===== src/rtl/otter_pkg.sv =====
// otter_pkg: shared OTTER decode definitions.
// Contents: opcode and funct7 constants, ALU_FUN / SRCA / SRCB / WR_SEL
// encodings, the ctrl_t control bundle and the ID-stage state type.
package otter_pkg;

  localparam int unsigned IR_W   = 32;
  localparam int unsigned REG_W  = 5;
  localparam int unsigned ALU_W  = 4;
  localparam int unsigned SRCB_W = 2;
  localparam int unsigned WSEL_W = 2;

  // Major opcodes
  localparam logic [6:0] OPC_LUI    = 7'b0110111;
  localparam logic [6:0] OPC_AUIPC  = 7'b0010111;
  localparam logic [6:0] OPC_JAL    = 7'b1101111;
  localparam logic [6:0] OPC_JALR   = 7'b1100111;
  localparam logic [6:0] OPC_BRANCH = 7'b1100011;
  localparam logic [6:0] OPC_LOAD   = 7'b0000011;
  localparam logic [6:0] OPC_STORE  = 7'b0100011;
  localparam logic [6:0] OPC_OP_IMM = 7'b0010011;
  localparam logic [6:0] OPC_OP     = 7'b0110011;

  // R-type funct7 values
  localparam logic [6:0] F7_BASE   = 7'b0000000;
  localparam logic [6:0] F7_ALT    = 7'b0100000;
  localparam logic [6:0] F7_MULDIV = 7'b0000001;

  localparam logic [ALU_W-1:0] ALU_ADD = 4'b0000;
  localparam logic [ALU_W-1:0] ALU_LUI = 4'b1001;

  localparam logic SRCA_RS1  = 1'b0;
  localparam logic SRCA_UIMM = 1'b1;

  localparam logic [SRCB_W-1:0] SRCB_RS2  = 2'b00;
  localparam logic [SRCB_W-1:0] SRCB_IIMM = 2'b01;
  localparam logic [SRCB_W-1:0] SRCB_SIMM = 2'b10;
  localparam logic [SRCB_W-1:0] SRCB_PC   = 2'b11;

  localparam logic [WSEL_W-1:0] WSEL_PC4 = 2'b00;
  localparam logic [WSEL_W-1:0] WSEL_MEM = 2'b10;
  localparam logic [WSEL_W-1:0] WSEL_ALU = 2'b11;

  typedef struct packed {
    logic [ALU_W-1:0]  alu_fun;
    logic              alu_srca;
    logic [SRCB_W-1:0] alu_srcb;
    logic [WSEL_W-1:0] rf_wr_sel;
    logic              reg_write;
    logic              mem_we2;
    logic              mem_rden2;
    logic              branch;
    logic              jump;
    logic              mdu;
    logic              illegal;
  } ctrl_t;

  typedef enum logic {
    S_EMPTY = 1'b0,
    S_FULL  = 1'b1
  } id_state_t;

endpackage


===== src/rtl/otter_ctrl_decode.sv =====
// otter_ctrl_decode: combinational RV32I instruction -> ctrl_t decoder.
// Ports: ir (instruction word) in; ctrl (control bundle), rs1/rs2/rd
// (register address fields), rs1_used/rs2_used (operand-use flags) out.
// Macro OTTER_M_EXT_EN: when defined, R-type funct7=0000001 decodes as a
// legal multiply/divide op with mdu=1; otherwise it is illegal.
module otter_ctrl_decode
  import otter_pkg::*;
(
  input  logic [IR_W-1:0]  ir,
  output ctrl_t            ctrl,
  output logic [REG_W-1:0] rs1,
  output logic [REG_W-1:0] rs2,
  output logic [REG_W-1:0] rd,
  output logic             rs1_used,
  output logic             rs2_used
);

  logic [6:0] opcode;
  logic [2:0] funct3;
  logic [6:0] funct7;

  assign opcode = ir[6:0];
  assign funct3 = ir[14:12];
  assign funct7 = ir[31:25];
  assign rs1    = ir[19:15];
  assign rs2    = ir[24:20];
  assign rd     = ir[11:7];

  // Opcode decode, then illegal encodings drop all side-effecting flags
  always_comb begin
    ctrl     = '0;
    rs1_used = 1'b0;
    rs2_used = 1'b0;
    case (opcode)
      OPC_AUIPC: begin
        ctrl.alu_srca  = SRCA_UIMM;
        ctrl.alu_srcb  = SRCB_PC;
        ctrl.rf_wr_sel = WSEL_ALU;
        ctrl.reg_write = 1'b1;
      end
      OPC_LUI: begin
        ctrl.alu_fun   = ALU_LUI;
        ctrl.alu_srca  = SRCA_UIMM;
        ctrl.rf_wr_sel = WSEL_ALU;
        ctrl.reg_write = 1'b1;
      end
      OPC_JAL: begin
        ctrl.jump      = 1'b1;
        ctrl.rf_wr_sel = WSEL_PC4;
        ctrl.reg_write = 1'b1;
      end
      OPC_JALR: begin
        ctrl.jump      = 1'b1;
        ctrl.rf_wr_sel = WSEL_PC4;
        ctrl.reg_write = 1'b1;
        rs1_used       = 1'b1;
      end
      OPC_LOAD: begin
        ctrl.alu_srcb  = SRCB_IIMM;
        ctrl.rf_wr_sel = WSEL_MEM;
        ctrl.reg_write = 1'b1;
        ctrl.mem_rden2 = 1'b1;
        rs1_used       = 1'b1;
      end
      OPC_STORE: begin
        ctrl.alu_srcb = SRCB_SIMM;
        ctrl.mem_we2  = 1'b1;
        rs1_used      = 1'b1;
        rs2_used      = 1'b1;
      end
      OPC_OP_IMM: begin
        ctrl.alu_srcb  = SRCB_IIMM;
        ctrl.rf_wr_sel = WSEL_ALU;
        ctrl.reg_write = 1'b1;
        // Only the shift-right pair needs IR[30] to pick SRL vs SRA
        ctrl.alu_fun   = (funct3 == 3'b101) ? {ir[30], funct3} : {1'b0, funct3};
        rs1_used       = 1'b1;
      end
      OPC_OP: begin
        ctrl.rf_wr_sel = WSEL_ALU;
        ctrl.reg_write = 1'b1;
        ctrl.alu_fun   = {ir[30], funct3};
        rs1_used       = 1'b1;
        rs2_used       = 1'b1;
        ctrl.illegal   = 1'b1;
        if (funct7 == F7_BASE || funct7 == F7_ALT) begin
          ctrl.illegal = 1'b0;
        end
`ifdef OTTER_M_EXT_EN
        if (funct7 == F7_MULDIV) begin
          ctrl.illegal = 1'b0;
          ctrl.mdu     = 1'b1;
          ctrl.alu_fun = {1'b0, funct3};
        end
`endif
      end
      OPC_BRANCH: begin
        ctrl.branch = 1'b1;
        rs1_used    = 1'b1;
        rs2_used    = 1'b1;
      end
      default: begin
        ctrl.illegal = 1'b1;
      end
    endcase

    if (ctrl.illegal) begin
      ctrl.reg_write = 1'b0;
      ctrl.mem_we2   = 1'b0;
      ctrl.mem_rden2 = 1'b0;
      ctrl.branch    = 1'b0;
      ctrl.jump      = 1'b0;
      ctrl.mdu       = 1'b0;
    end
  end

endmodule


===== src/rtl/otter_id_stage.sv =====
// otter_id_stage: registered instruction-decode stage (ID/EX register).
// Ports: clk, rst_n (async active-low); fetch side if_valid/if_ready/
// if_ir/if_pc; flush (redirect); execute side ex_ready/ex_valid and the
// registered ex_* fields; stall_cnt (saturating load-use bubble count).
// Macro OTTER_M_EXT_EN: enables legal decode of RV32M (ex_mdu); without it
// ex_mdu is always 0.
module otter_id_stage
  import otter_pkg::*;
#(
  parameter int unsigned XLEN  = 32,
  parameter int unsigned CNT_W = 16
) (
  input  logic              clk,
  input  logic              rst_n,
  input  logic              if_valid,
  output logic              if_ready,
  input  logic [IR_W-1:0]   if_ir,
  input  logic [XLEN-1:0]   if_pc,
  input  logic              flush,
  input  logic              ex_ready,
  output logic              ex_valid,
  output logic [XLEN-1:0]   ex_pc,
  output logic [IR_W-1:0]   ex_ir,
  output logic [REG_W-1:0]  ex_rs1,
  output logic [REG_W-1:0]  ex_rs2,
  output logic [REG_W-1:0]  ex_rd,
  output logic [ALU_W-1:0]  ex_alu_fun,
  output logic              ex_alu_srca,
  output logic [SRCB_W-1:0] ex_alu_srcb,
  output logic [WSEL_W-1:0] ex_rf_wr_sel,
  output logic              ex_reg_write,
  output logic              ex_mem_we2,
  output logic              ex_mem_rden2,
  output logic              ex_branch,
  output logic              ex_jump,
  output logic              ex_mdu,
  output logic              ex_illegal,
  output logic [CNT_W-1:0]  stall_cnt
);

  ctrl_t            dec_ctrl;
  logic [REG_W-1:0] dec_rs1;
  logic [REG_W-1:0] dec_rs2;
  logic [REG_W-1:0] dec_rd;
  logic             rs1_used;
  logic             rs2_used;

  id_state_t state;
  ctrl_t     ex_ctrl;

  logic load_in_ex;
  logic hazard;
  logic accept;
  logic load;
  logic clear;

  otter_ctrl_decode u_decode (
    .ir       (if_ir),
    .ctrl     (dec_ctrl),
    .rs1      (dec_rs1),
    .rs2      (dec_rs2),
    .rd       (dec_rd),
    .rs1_used (rs1_used),
    .rs2_used (rs2_used)
  );

  assign ex_valid = (state == S_FULL);

  // Load leaving EX this cycle whose result the incoming instruction needs
  assign load_in_ex = ex_valid & ex_ready & ex_ctrl.mem_rden2 & (ex_rd != '0);
  assign hazard     = if_valid & load_in_ex &
                      ((rs1_used & (dec_rs1 == ex_rd)) | (rs2_used & (dec_rs2 == ex_rd)));

  // Gated by rst_n so fetch sees no acceptance while in reset
  assign if_ready = rst_n & ~flush & ~hazard & (~ex_valid | ex_ready);
  assign accept   = if_valid & if_ready;

  // Register action: flush/bubble clear, accept loads, stalled FULL holds
  always_comb begin
    load  = 1'b0;
    clear = 1'b0;
    if (flush || hazard) begin
      clear = 1'b1;
    end else if (accept) begin
      load = 1'b1;
    end else if (!ex_valid || ex_ready) begin
      clear = 1'b1;
    end
  end

  // ID/EX register, occupancy state and stall counter
  always_ff @(posedge clk or negedge rst_n) begin
    if (!rst_n) begin
      state     <= S_EMPTY;
      ex_pc     <= '0;
      ex_ir     <= '0;
      ex_rs1    <= '0;
      ex_rs2    <= '0;
      ex_rd     <= '0;
      ex_ctrl   <= '0;
      stall_cnt <= '0;
    end else begin
      if (clear) begin
        state   <= S_EMPTY;
        ex_pc   <= '0;
        ex_ir   <= '0;
        ex_rs1  <= '0;
        ex_rs2  <= '0;
        ex_rd   <= '0;
        ex_ctrl <= '0;
      end else if (load) begin
        state   <= S_FULL;
        ex_pc   <= if_pc;
        ex_ir   <= if_ir;
        ex_rs1  <= dec_rs1;
        ex_rs2  <= dec_rs2;
        ex_rd   <= dec_rd;
        ex_ctrl <= dec_ctrl;
      end
      // A flush overrides the hazard, so that bubble is not counted
      if (hazard && !flush && (stall_cnt != '1)) begin
        stall_cnt <= stall_cnt + CNT_W'(1);
      end
    end
  end

  assign ex_alu_fun   = ex_ctrl.alu_fun;
  assign ex_alu_srca  = ex_ctrl.alu_srca;
  assign ex_alu_srcb  = ex_ctrl.alu_srcb;
  assign ex_rf_wr_sel = ex_ctrl.rf_wr_sel;
  assign ex_reg_write = ex_ctrl.reg_write;
  assign ex_mem_we2   = ex_ctrl.mem_we2;
  assign ex_mem_rden2 = ex_ctrl.mem_rden2;
  assign ex_branch    = ex_ctrl.branch;
  assign ex_jump      = ex_ctrl.jump;
  assign ex_mdu       = ex_ctrl.mdu;
  assign ex_illegal   = ex_ctrl.illegal;

endmodule


===== config.mk =====
export PLATFORM = sky130hd
export DESIGN_NAME = otter_id_stage
export DESIGN_NICKNAME = d
export VERILOG_FILES = /design/src/rtl/otter_pkg.sv /design/src/rtl/otter_ctrl_decode.sv /design/src/rtl/otter_id_stage.sv
export SDC_FILE = /design/constraint.sdc
export NUM_CORES = 1
export LEC_CHECK = 0
export ABC_AREA = 1
export CAP_MARGIN = 10
export CORE_AREA = 2 2 128 130
export DETAILED_ROUTE_END_ITERATION = 7
export DIE_AREA = 0 0 130 132
export GPL_TIMING_DRIVEN = 0
export PLACE_DENSITY_LB_ADDON = 0.1
export SLEW_MARGIN = 10
export SYNTH_ARGS = -nofsm -noshare
export SYNTH_HDL_FRONTEND = slang
export SYNTH_SLANG_ARGS = --single-unit
export TNS_END_PERCENT = 5

===== constraint.sdc =====
create_clock -name clk -period 2.5 [get_ports clk]
set_clock_uncertainty 0.15 [all_clocks]
set_input_delay 0.625 -clock clk [delete_from_list [all_inputs] [get_ports clk]]
set_output_delay 0.625 -clock clk [all_outputs]
set_load 0.02 [all_outputs]

==> run metrics, run 1 <==
outcome completed; Crit. End Element primary output; area of the multi-input gates 0.00191 mm^2; largest net degree at the start of global routing 38; met2 Usage GRT 27.9%; routed len/inst 14.2 um; FF/Latch Area 0.00241 mm^2; worst r2r path cells 16; syn_nets 640; ant diodes 0; TritonRoute pass-1 iters 4; Yosys cell types 35; WP buf/inv 4; Tcrit/Tclk final 98.7%; CTS Buf Count 9; CTS tree done; Avg Inst Size Synth 8.12 um^2; initial core utilization 29.4%; Via density 4.37; met1 usage 22.4%; Fmax 405 MHz; Layout Cells excl Fill 1009; asr flop ratio synth 100%; I/O Buffers 179; Clock Pin Slew Worst Setup and Hold Paths 70 ps; DRC 0; Synth area leaders dfrtp_1 52%, nand2_1 21%, buf_4 3.1%; register area share after synthesis 51.9%; gr usage total 17.0%; Final HPWL DP 10300 um; max-slew violations 0; critical path's slowest cell nor3_4; fill cell count 1556; crit-path max FO 2; most common cell after layout, fill and taps aside nand2_1; post-route total power 3.57 mW; layout cells sized above 1 17.4%; VDD IR max 0.365 mV; RSZ-0062 raised after global routing true; CP Data Required Time 1730 ps; cell count along the critical path 12; FF+latch count, synth 96; synthesized cell area 0.00463 mm^2; Clk Latency, worst-skew pair 350 ps; # IOs 182; Final min period 2470 ps; CTS root buffer clkbuf_16; slew margin rel. 64.2%; worst slack at placement -1090 ps; count of final setup violators 0; Die H 132 um; fin nets 858; CTS H-Tree Depth 3; Hold WS 63.3 ps; grt met3 use 3.53%; startpoint type of the worst setup path input port; leak pwr 3.61 nW; Die X-Extent 130 um; Routed Antenna Nets 0; most frequent cells in the layout 254 x nand2_1, 159 x clkdlybuf4s50_1, 92 x dfrtp_1, 43 x buf_4, 32 x inv_1; Routed WL 14300 um; die area 0.0172 mm^2; Main synth FF type dfrtp_1; final worst slack 33.0 ps; CTS sink cnt 96; fin util 47.0%; vias in the first global route 4403; crit-path max cell delay 190 ps; critical-path cell list buf_6, nand2_4, buf_4, nor3_4, nand2_1, nand3_2, nand2_1, nand2_2, nand2_4, nand3_4, inv_2, buf_6; Largest delay share family, worst path simple AND/OR/NAND/NOR gates; placed cells 966; Cells after Synth 570; kind of critical path in2out; Pwr per Cell Area 484 mW/mm^2; total gr overflow 0; core box area 0.0157 mm^2; Worst-Margin Slew 532 ps; top cell type's share of synthesized area 51.9%; first-pass GRT wire length 22800 um; worst hold path class in2async; number of flops mapped to enable cells by yosys 0; Iter 0 DRT Violations 156; routability cong. 0.808; GRT busiest layer met2; Ys Warns 0; cell accounting for the most synthesized area dfrtp_1; Final Hold Fails 0; Vias 4411; WP data arrival 1690 ps; maxcap violations 0; layout overhead on the synthesized area 59.5%; Clock Tree Buf Depth 2; # rows 46; initial antenna violation count 0
==> per-stage QoR <==
step                TNS, ps  cell area (um^2)
floorplan                 0              4630
global placement    -600230              6690
detailed placement   -52430              6710
CTS                       0              7320
global route          -54.0              7380
finish                    0              7380
==> path summary, 6_finish.rpt <==
check	from	to	slack, ps
setup / recovery	if_ir[0]	if_ready	30
hold / removal	rst_n	ex_ir[31]	60
setup reg to reg	ex_ir[10]	ex_ir[31]	250
hold reg to reg	ex_ir[0]	ex_ir[0]	320
max in group asynchronous	rst_n	ex_ir[8]	1790
min in group clk	ex_ir[0]	ex_ir[0]	320
==> per-layer routing <==
metal | routed length (um) | up-vias | part of all wire, %
met5 | 0 | - | 0
met4 | 209 | 0 | 1.5
met3 | 812 | 15 | 5.7
met2 | 6710 | 125 | 47
met1 | 6580 | 2081 | 46
li1 | - | 2190 | -
==> worst register-to-register path, stage by stage (launching register included) <==
cell and delay (ps):
dfrtp_2 450, inv_1 80, nand2_1 50, nand2_1 70, nand3_2 60, nor2_2 110, nand3_1 90, nand2_2 110
nand2_4 60, buf_4 150, nand4_4 120, nand3_4 130, inv_2 130, buf_6 170, buf_6 150, nand2_1 60
nand2_1 60
==> repair_timing <==
action                     4_1_cts  5_1_grt
setup buffers                   21        4
gates cloned                     2        0
gates resized for setup         60       27
pin swaps                       13       11
hold endpoints to repair        37        0
hold buffers                     1        0
setup endpoints to repair       95       36
==> final cells by class <==
cell class | instances | area share [%]
sequential | 96 | 32.6
tap | 216 | 3.66
buffer | 33 | 3.34
timing repair buffer | 207 | 28.0
multi-input combinational | 401 | 25.9
inverter | 40 | 2.07
clock inverter | 7 | 1.39
clock buffer | 9 | 3.05
==> state kept, by name, summed over array words and instances, names as in the netlist <==
name          count
stall_cnt        16
ex_rf_wr_sel      2
ex_jump           1
ex_mem_rden2      1
ex_ir            32
ex_branch         1
ex_alu_fun        4
ex_mem_we2        1
ex_alu_srca       1
ex_illegal        1
ex_reg_write      1
ex_valid          1
ex_alu_srcb       2
ex_pc            32
==> Yosys cell counts, types with 2 or more instances <==
cell,number
dfrtp_1,96
xor2_1,7
xnor2_1,9
nand3_1,15
o21ai_0,15
nand3b_1,2
nor2_1,31
buf_2,10
a31oi_1,2
nand2_2,13
nand4_1,11
buf_4,19
inv_1,34
nor2_4,2
nor3_1,10
nor2_2,2
nand2_1,259
inv_2,6
buf_6,3
a21oi_1,9
==> cells by family (layout without fill, tap and decap cells) <==
| kind of cell | after synthesis | in the layout | synth area share, % |
|---|---|---|---|
| flip-flops | 96 | 96 | 51.9 |
| adder cells (fa/ha/maj) | 1 | 1 | 0.270 |
| XOR/XNOR | 16 | 16 | 3.03 |
| AND/OR/NAND/NOR | 349 | 349 | 31.8 |
| buffers and inverters | 73 | 296 | 8.57 |
| AO/OA/AOI/OAI | 34 | 34 | 4.36 |
| other | 1 | 1 | 0.0811 |
==> where the power goes <==
group	leakage [nW]	internal [mW]	switching (mW)	total, mW
sequential	1.28	1.58	0.0197	1.60
combinational	2.18	0.229	0.219	0.448
clock	0.150	0.887	0.635	1.52
total	3.61	2.70	0.874	3.57
Power figures use the tool's default switching activity.
==> run 2, diff against run 1 <==
--- a/config.mk
+++ b/config.mk
@@ -8,6 +8,7 @@
 export ABC_AREA = 1
 export CAP_MARGIN = 10
 export CORE_AREA = 2 2 128 130
+export CTS_CLUSTER_SIZE = 10
 export DETAILED_ROUTE_END_ITERATION = 7
 export DIE_AREA = 0 0 130 132
 export GPL_TIMING_DRIVEN = 0
==> results of run 2 <==
No change in the layout: final DEF, timing and power equal those of run 1.
